**config.mk**
```make
export PLATFORM = sky130hd
export DESIGN_NAME = dmem_arbiter
export DESIGN_NICKNAME = d
export VERILOG_FILES = /design/src/rtl/dmem_arb_pkg.sv /design/src/rtl/dmem_arb_pick.sv /design/src/rtl/dmem_arbiter.sv
export SDC_FILE = /design/constraint.sdc
export NUM_CORES = 1
export LEC_CHECK = 0
export ABC_AREA = 1
export CORE_ASPECT_RATIO = 1.4
export CORE_MARGIN = 2
export CORE_UTILIZATION = 42
export CTS_CLUSTER_DIAMETER = 40
export DETAILED_ROUTE_END_ITERATION = 16
export PLACE_DENSITY = 0.78
export SLEW_MARGIN = 30
export SYNTH_ARGS = -nofsm -noshare
export SYNTH_HDL_FRONTEND = slang
export SYNTH_SLANG_ARGS = --single-unit
```
**constraint.sdc**
```tcl
create_clock -name clk -period 1.45 [get_ports clk]
set_input_delay 0.29 -clock clk [delete_from_list [all_inputs] [get_ports clk]]
set_output_delay 0.29 -clock clk [all_outputs]
set_load 0.02 [all_outputs]
```
**src/rtl/dmem_arb_pkg.sv**
```systemverilog
// rtl/dmem_arb_pkg.sv - shared types and constants for the data-memory arbiter
package dmem_arb_pkg;

  localparam int ADDR_W_DEF = 8;
  localparam int DATA_W_DEF = 16;

  localparam logic PORT_C = 1'b0;
  localparam logic PORT_D = 1'b1;

  typedef enum logic [1:0] {
    IDLE  = 2'd0,
    ISSUE = 2'd1,
    WAIT  = 2'd2,
    RESP  = 2'd3
  } arb_state_t;

endpackage

```
**src/rtl/dmem_arb_pick.sv**
```systemverilog
// rtl/dmem_arb_pick.sv - winner selection for the data-memory arbiter
// DMEM_ARBITER_RR_EN: round-robin with last-grant register; otherwise fixed C-over-D priority.
module dmem_arb_pick
  import dmem_arb_pkg::*;
(
  input  logic clk,
  input  logic rst_n,
  input  logic c_req,
  input  logic d_req,
  input  logic grant_fire,
  output logic winner
);

`ifdef DMEM_ARBITER_RR_EN
  logic last_gnt;

  // Reset to D so that the first tie after reset goes to C.
  always_ff @(posedge clk or negedge rst_n) begin
    if (!rst_n) begin
      last_gnt <= PORT_D;
    end else if (grant_fire) begin
      last_gnt <= winner;
    end
  end

  always_comb begin
    winner = PORT_D;
    if (c_req && d_req) begin
      winner = ~last_gnt;
    end else if (c_req) begin
      winner = PORT_C;
    end
  end
`else
  logic unused_pick;
  assign unused_pick = &{1'b0, clk, rst_n, d_req, grant_fire};

  assign winner = c_req ? PORT_C : PORT_D;
`endif

endmodule

```
**src/rtl/dmem_arbiter.sv**
```systemverilog
// rtl/dmem_arbiter.sv - two-port arbiter/sequencer for the single-port data memory
// DMEM_ARBITER_RR_EN: enables round-robin arbitration in dmem_arb_pick.
module dmem_arbiter
  import dmem_arb_pkg::*;
#(
  parameter int ADDR_W  = ADDR_W_DEF,
  parameter int DATA_W  = DATA_W_DEF,
  parameter int MEM_LAT = 1
) (
  input  logic              clk,
  input  logic              rst_n,
  input  logic              c_req,
  input  logic              c_we,
  input  logic [ADDR_W-1:0] c_addr,
  input  logic [DATA_W-1:0] c_wdata,
  output logic              c_gnt,
  output logic              c_rvalid,
  output logic [DATA_W-1:0] c_rdata,
  input  logic              d_req,
  input  logic              d_we,
  input  logic [ADDR_W-1:0] d_addr,
  input  logic [DATA_W-1:0] d_wdata,
  output logic              d_gnt,
  output logic              d_rvalid,
  output logic [DATA_W-1:0] d_rdata,
  output logic              mem_en,
  output logic              mem_we,
  output logic [ADDR_W-1:0] mem_addr,
  output logic [DATA_W-1:0] mem_wdata,
  input  logic [DATA_W-1:0] mem_rdata
);

  localparam logic [1:0] CNT_INIT = 2'(MEM_LAT - 1);

  arb_state_t state;
  logic       owner;
  logic       op_we;
  logic [1:0] cnt;
  logic       winner;
  logic       grant_fire;

  // Grants are combinational so a requester sees acceptance in the cycle it asks.
  assign grant_fire = rst_n && (state == IDLE) && (c_req || d_req);
  assign c_gnt      = grant_fire && (winner == PORT_C);
  assign d_gnt      = grant_fire && (winner == PORT_D);

  dmem_arb_pick u_pick (
    .clk        (clk),
    .rst_n      (rst_n),
    .c_req      (c_req),
    .d_req      (d_req),
    .grant_fire (grant_fire),
    .winner     (winner)
  );

  always_ff @(posedge clk or negedge rst_n) begin
    if (!rst_n) begin
      state     <= IDLE;
      owner     <= PORT_C;
      op_we     <= 1'b0;
      cnt       <= 2'd0;
      mem_en    <= 1'b0;
      mem_we    <= 1'b0;
      mem_addr  <= '0;
      mem_wdata <= '0;
      c_rvalid  <= 1'b0;
      d_rvalid  <= 1'b0;
      c_rdata   <= '0;
      d_rdata   <= '0;
    end else begin
      mem_en   <= 1'b0;
      mem_we   <= 1'b0;
      c_rvalid <= 1'b0;
      d_rvalid <= 1'b0;
      unique case (state)
        IDLE: begin
          if (grant_fire) begin
            owner     <= winner;
            op_we     <= (winner == PORT_D) ? d_we : c_we;
            mem_addr  <= (winner == PORT_D) ? d_addr : c_addr;
            mem_wdata <= (winner == PORT_D) ? d_wdata : c_wdata;
            mem_we    <= (winner == PORT_D) ? d_we : c_we;
            mem_en    <= 1'b1;
            state     <= ISSUE;
          end
        end
        ISSUE: begin
          if (op_we) begin
            state <= IDLE;
          end else begin
            cnt   <= CNT_INIT;
            state <= WAIT;
          end
        end
        WAIT: begin
          if (cnt == 2'd0) begin
            if (owner == PORT_D) begin
              d_rdata  <= mem_rdata;
              d_rvalid <= 1'b1;
            end else begin
              c_rdata  <= mem_rdata;
              c_rvalid <= 1'b1;
            end
            state <= RESP;
          end else begin
            cnt <= cnt - 2'd1;
          end
        end
        RESP: begin
          state <= IDLE;
        end
        default: state <= IDLE;
      endcase
    end
  end

endmodule

```
==> impl_metrics.yaml, run 1 <==
critical_path:
  critical_path_class: "flip-flop to primary output"
  worst_path_max_delay_cell: "dfrtp_1"
  crit_path_max_fanout: 2
  critPathMostFrequentCell: "nor2_4"
  crit_chain: "nor2_4, nand3_2, nor2_4, buf_6"
  arrival_ps: 1240
  cp.required_ps: 1160
  crit_path_max_incr_delay_ps: 420
  worst_setup_path_end_kind: "primary output"
  critPathLaunchType: "flip-flop"
grt:
  grt_pass1_vias: 2644
  grt_start_max_net_pins: 35
  grt_overflow: 0
  grt_usage: 0.1981
  grt_pass1_wl_mm: 11.61
  grt_antenna_before_repair: 0
cts:
  insertion_delay_ps: 330
  clkTransAtPathRegs_ps: 70
  numCtsBuffers: 9
  cts-root-buf: "clkbuf_8"
  htreeDepth: 3
  cts.sinks: 66
  cts_tree: "done"
  cts_hold_buf: 0
  clk_path_buf_depth: 2
final_layout:
  synthToLayoutAreaGrowth_pct: 55.31
  drive_gt1_frac: 0.09054
  nFillCells: 594
  multi_input_area_sq_mm: 0.001054
  n_antenna_cell: 0
  ff_latch_area_sq_mm: 0.001652
  nets: 563
  fin_cells: 592
drt:
  drt_iter0_drc: 45
  drt_wl_total_mm: 7.226
  antenna_left: 0
  wl_per_cell_um: 12.21
  viasPerCell: 4.606
  vias: 2727
  firstDrtPassIters: 4
  post-route-drc-count: 0
yosys:
  synthSimpleGateAreaFrac: 0.2937
  syn_nets: 425
  ys_seq_elements: 66
  synth_xor_area_frac: 0
  synthesis.area_sq_mm: 0.002923
  synthCells: 354
  synth-warning-count: 0
  yosysSeqAreaShare: 0.5651
  post-synth-top-area-cell: "dfrtp_1"
  synth_compound_area_frac: 0.05651
  synth_top_cell_area_share: 0.5651
  synth_top_family_by_area: "simple AND/OR/NAND/NOR gates"
  synth_cell_types: 19
  synth_adder_area_share: 0.004281
  synth_mux_area_frac: 0
  yosys-top-cells-area: "dfrtp_1 (57%), nand2_1 (21%), o21ai_1 (5.5%), nand3_1 (4.6%), inv_1 (3.7%)"
  synth_area_per_cell_sq_um: 8.257
sta:
  timing.final.ws_setup_ps: -77.60
  fin_crit_ps: 1528
  setup_viol: 2
  finalClockSkew_ps: 10.08
  slew_viol_final: 0
  fmax_ghz: 0.6546
  finalHoldViolations: 0
  slew_headroom: 0.7230
  finalCritPeriodShare: 1.054
  final.setup.tns_ps: -138.1
  grt_setup_unrepaired: "true"
  worst_pin_slew_ps: 415.5
power_and_ir_drop:
  internal-power_w: 0.005225
  clockPowerShare: 0.192
  peakVddDrop_mv: 0.7400
  p_leak_nw: 2.481
  pwr-share-comb: 0.451
  p_sw_frac: 0.3953
  power.net_switching_w: 0.003416
  p_per_area_mw_per_mm2: 1904
  seqPwrFrac: 0.357
outcome:
  violations: "negative setup slack"
  status: "finished, violations left"
placed_design:
  port-buffer-count: 131
  dp_hpwl_mm: 5.300
  post-place-cells: 575
  gp_congestion: 0.7749
hold_path:
  min_path_type: "input pin to asynchronous set/reset pin"
die:
  initial_core_util: 0.4269
  die_w_um: 74.51
  pin_count: 132
  rows: 36
  die_area_sq_mm: 0.007652
  die_height_um: 102.7
  core-area_sq_mm: 0.006847
job:
  maxCapViolations: 0
[critical path, delay by kind of cell (launching register included)]
family | cells | cell delay, ps
buf+inv | 1 | 120
flops | 1 | 420
simple gates | 3 | 380
[synth_stat cells]
cell type / count
buf_4: 2
buf_6: 3
inv_2: 1
inv_6: 1
nand3b_1: 2
buf_2: 13
nand2_1: 165
nand4_1: 2
nand3_2: 1
dfrtp_1: 66
ha_1: 1
nand3_1: 27
inv_1: 29
nand2_2: 2
o21ai_1: 32
nor2_1: 3
nand2_8: 1
nor2_4: 2
o21ai_0: 1
[stage by stage]
| stage | setup slack [ps] | hold WS [ps] | area, sq um | power (W) | util |
|---|---|---|---|---|---|
| after floorplan | 52.97 | -5.591 | 2925 | 0.005337 | - |
| after global placement | -572.1 | 420.1 | 4372 | 0.007452 | 0.6385 |
| after detailed placement | -579.1 | 416.2 | 4372 | 0.007559 | 0.6385 |
| after CTS | -95.15 | 48.37 | 4519 | 0.008704 | 0.6601 |
| after global routing | -166.2 | 76.28 | 4539 | 0.009252 | 0.6630 |
| final | -77.60 | 43.64 | 4539 | 0.008641 | 0.6630 |
[layer usage]
layer,share of wire,GRT usage,vias to the layer above
li1,-,-,1374
met1,0.41,0.2293,1227
met2,0.49,0.3329,117
met3,0.085,0.06843,9
met4,0.0093,0.07967,0
met5,0,0,-
[area by class of cell]
type	count	area share
Inverter	31	0.02674
Tap cell	95	0.02619
Timing Repair Buffer	145	0.3029
Clock inverter	5	0.01709
Multi-Input combinational cell	239	0.2321
Sequential cell	66	0.3638
Clock buffer	11	0.03115
[final timing paths]
| check | start | endpoint | slack, ps | depth (start not counted) |
|---|---|---|---|---|
| worst max register to register | flip-flop | mem_wdata[10]$_DFFE_PN0P_ | 120 | 7 |
| max in group asynchronous | rst_n | c_rdata[12]$_DFFE_PN0P_ | 640 | 3 |
| worst min register to register | mem_addr[6]$_DFFE_PN0P_ | mem_addr[6]$_DFFE_PN0P_ | 470 | 2 |
| min in group clk | mem_addr[6]$_DFFE_PN0P_ | mem_addr[6]$_DFFE_PN0P_ | 470 | 2 |
| worst min-delay path | rst_n | cnt[0]$_DFFE_PN0P_ | 40 | 2 |
| worst max-delay path | state[0]$_DFFE_PN0P_ | c_gnt | -80 | 4 |
[cells by family (layout without fill, tap and decap cells)]
logic type / count (synthesis) / after routing
AO/OA/AOI/OAI: 33 / 33
adder cells (fa/ha/maj): 1 / 1
buffers and inverters: 49 / 192
flip-flops: 66 / 66
AND/OR/NAND/NOR: 205 / 205
[sequential cells by signal, summed over array words and instances (netlist names), named ones only]
register and count:
c_rdata 16, c_rvalid 1, cnt 2, d_rdata 16, d_rvalid 1, mem_addr 8, mem_en 1, mem_wdata 16
mem_we 1, op_we 1, owner 1, state 1
[repair_timing]
action	CTS	global route
pin swaps	2	2
buffers inserted	0	1
cloned	0	0
setup endpoints to repair	62	3
resized for setup	75	4
[power by group through the flow]
stage | combinational [W] | clock [W] | sequential (W)
after floorplan | 0.00128 | 0 | 0.00406
after global placement | 0.00436 | 0 | 0.00309
after detailed placement | 0.00445 | 0 | 0.00311
after CTS | 0.00392 | 0.00171 | 0.00307
after global routing | 0.00428 | 0.00179 | 0.00318
final | 0.00389 | 0.00166 | 0.00309
[placed cells by master, fill, tap and decap left out, types with 2 or more instances in the layout]
master / instances
nand4_1: 2
buf_4: 11
nand3_1: 27
inv_1: 27
clkinv_2: 2
clkdlybuf4s50_1: 67
dlygate4sd2_1: 61
inv_2: 3
clkbuf_8: 10
bufinv_16: 2
buf_12: 3
dfrtp_1: 66
nor2_4: 4
buf_6: 2
nand3b_1: 2
nand2_1: 165
nand2_2: 2
o21ai_1: 32
Note: power is estimated with default switching activity, not from simulation.
==> inputs of run 2 (changes only) <==
- CORE_ASPECT_RATIO: 1.4 -> 0.75
==> run 2 against run 1 <==
The run still ends with negative setup slack left. Clock power shrank 7%. Sequential power about the same. Via count up 0.11%. Die area is essentially flat. Cell count is 1.9% lower. First-iteration DRC count grew to 3.0 times the previous value. Critical path depth is the same. Largest cell class unchanged. Highest routed layer unchanged.
==> impl_metrics.yaml, run 2 (synthesized netlist as in run 1, its figures left out) <==
die:
  pin_count: 132
  die_area_sq_mm: 0.007649
  die_w_um: 100.3
  core-area_sq_mm: 0.006766
  initial_core_util: 0.4320
  die_height_um: 76.25
  rows: 26
sta:
  finalCritPeriodShare: 1.086
  holdWs_ps: 309.2
  final.setup.tns_ps: -226.8
  setup_viol: 2
  finalHoldViolations: 0
  fmax_ghz: 0.6348
  worst_pin_slew_ps: 818.2
  slew_viol_final: 0
  fin_crit_ps: 1575
  slew_headroom: 0.4546
  finalClockSkew_ps: 6.329
  grt_setup_unrepaired: "true"
  timing.final.ws_setup_ps: -125.4
power_and_ir_drop:
  p_per_area_mw_per_mm2: 1895
  peakVddDrop_mv: 1.020
  p_leak_nw: 2.476
critical_path:
  cp.required_ps: 1160
  worst_setup_path_end_kind: "primary output"
  path_delay_family: "flip-flops"
  worst_path_max_delay_cell: "dfrtp_1"
  critPathBufInv: 2
  crit_path_max_fanout: 2
  arrival_ps: 1290
  critPathLaunchType: "flip-flop"
  crit_path_max_incr_delay_ps: 400
  worst-r2r-setup-slack_ps: 100
  critical_path_class: "flip-flop to primary output"
  crit_chain: "nor2_2, nand4_1, inv_1, buf_6"
cts:
  cts.sinks: 66
  insertion_delay_ps: 330
  cts_hold_buf: 0
  clk_path_buf_depth: 2
  cts-root-buf: "clkbuf_8"
  numCtsBuffers: 9
  clkTransAtPathRegs_ps: 70
  cts_tree: "done"
  htreeDepth: 3
drt:
  antenna_left: 0
  viasPerCell: 4.699
  drt_iter0_drc: 136
  firstDrtPassIters: 4
  vias: 2730
  post-route-drc-count: 0
  drt_wl_total_mm: 7.806
  wl_per_cell_um: 13.44
placed_design:
  placed_area_sq_mm: 0.004358
  port-buffer-count: 131
  dp_hpwl_mm: 5.605
  post-place-cells: 564
  gp_congestion: 0.8244
grt:
  grt_pass1_wl_mm: 13.25
  grt_pass1_vias: 2719
  grt_overflow: 0
  met2_usage: 0.3658
  use_met3: 0.05688
  grt_use_met1: 0.2749
  grt_antenna_before_repair: 0
  grt_start_max_net_pins: 67
  grt_usage: 0.2192
  busiest_layer: "met2"
final_layout:
  layout_commonest_cell: "nand2_1"
  nets: 563
  drive_gt1_frac: 0.09658
  n_antenna_cell: 0
  design_area_sq_mm: 0.004518
  final_cell_mix: "nand2_1 (165), dfrtp_1 (66), clkdlybuf4s50_1 (66)"
  fin_cells: 581
  reg.largest.list: "c_rdata x16, d_rdata x16, mem_wdata x16"
  synthToLayoutAreaGrowth_pct: 54.58
  utilization: 0.6677
outcome:
  status: "finished, violations left"
  violations: "negative setup slack"
hold_path:
  min_path_type: "input pin to asynchronous set/reset pin"
job:
  maxCapViolations: 0
run 2: changes by cell type in the layout (fill, tap and decap cells not counted), sizes merged:
cell	before	now
clkinvlp	1	3
bufinv	2	1
clkbuf	11	10
clkdlybuf4s50	67	66
dlymetal6s2s	0	1
run 2: worst register-to-register path: cells and delay by family, from the launching register on:
kind                   cells  cell delay, ps
AO/OA/AOI/OAI              1              70
flip-flops                 1             400
buffers and inverters      3             450
AND/OR/NAND/NOR            3             330
run 2: cell type report:
cell class                      count  area (sq um)
Clock buffer                       10         137.6
Clock inverter                      6         66.31
Fill cell                         580          2248
Inverter                           31         121.4
Multi-Input combinational cell    239          1059
Sequential cell                    66          1652
Tap cell                           84         105.1
Timing Repair Buffer              145          1378
run 2: power breakdown:
| group | leakage (nW) | total (W) | internal [W] | switching, W |
|---|---|---|---|---|
| Combinational | 1.55 | 0.00394 | 0.00156 | 0.00238 |
| Sequential | 0.828 | 0.00308 | 0.00266 | 0.000413 |
| Clock | 0.0945 | 0.00155 | 0.000840 | 0.000709 |
| Total | 2.48 | 0.00856 | 0.00506 | 0.00350 |
run 2: path summary, 6_finish.rpt:
kind / start / to / cells after the start
setup / recovery: state[0]$_DFFE_PN0P_ / d_gnt / 4
hold / removal: rst_n / d_rdata[0]$_DFFE_PN0P_ / 3
setup reg to reg: state[0]$_DFFE_PN0P_ / c_rdata[15]$_DFFE_PN0P_ / 7
hold reg to reg: mem_wdata[14]$_DFFE_PN0P_ / mem_wdata[14]$_DFFE_PN0P_ / 2
max in group asynchronous: rst_n / mem_wdata[15]$_DFFE_PN0P_ / 3
min in group clk: rst_n / owner$_DFFE_PN0P_ / 3
run 2: metrics by stage:
stage | power, W | setup WS, ps
6_report | 0.008560 | -125.4
2_1_floorplan | 0.005337 | 52.97
3_5_place_dp | 0.007602 | -642.8
4_1_cts | 0.008638 | -151.4
3_3_place_gp | 0.007485 | -604.7
5_1_grt | 0.009160 | -171.2
run 2: what timing repair did:
| item | 4_1_cts | 5_1_grt |
|---|---|---|
| setup endpoints to repair | 62 | 18 |
| hold endpoints to repair | 0 | 0 |
| buffers inserted | 0 | 1 |
| pin swaps | 1 | 3 |
| gates resized for setup | 76 | 5 |
run 2: layer usage:
layer	wire, um	part of all wire
met5	0	0
met4	121	0.016
met3	287	0.037
met2	4078	0.52
met1	3319	0.43
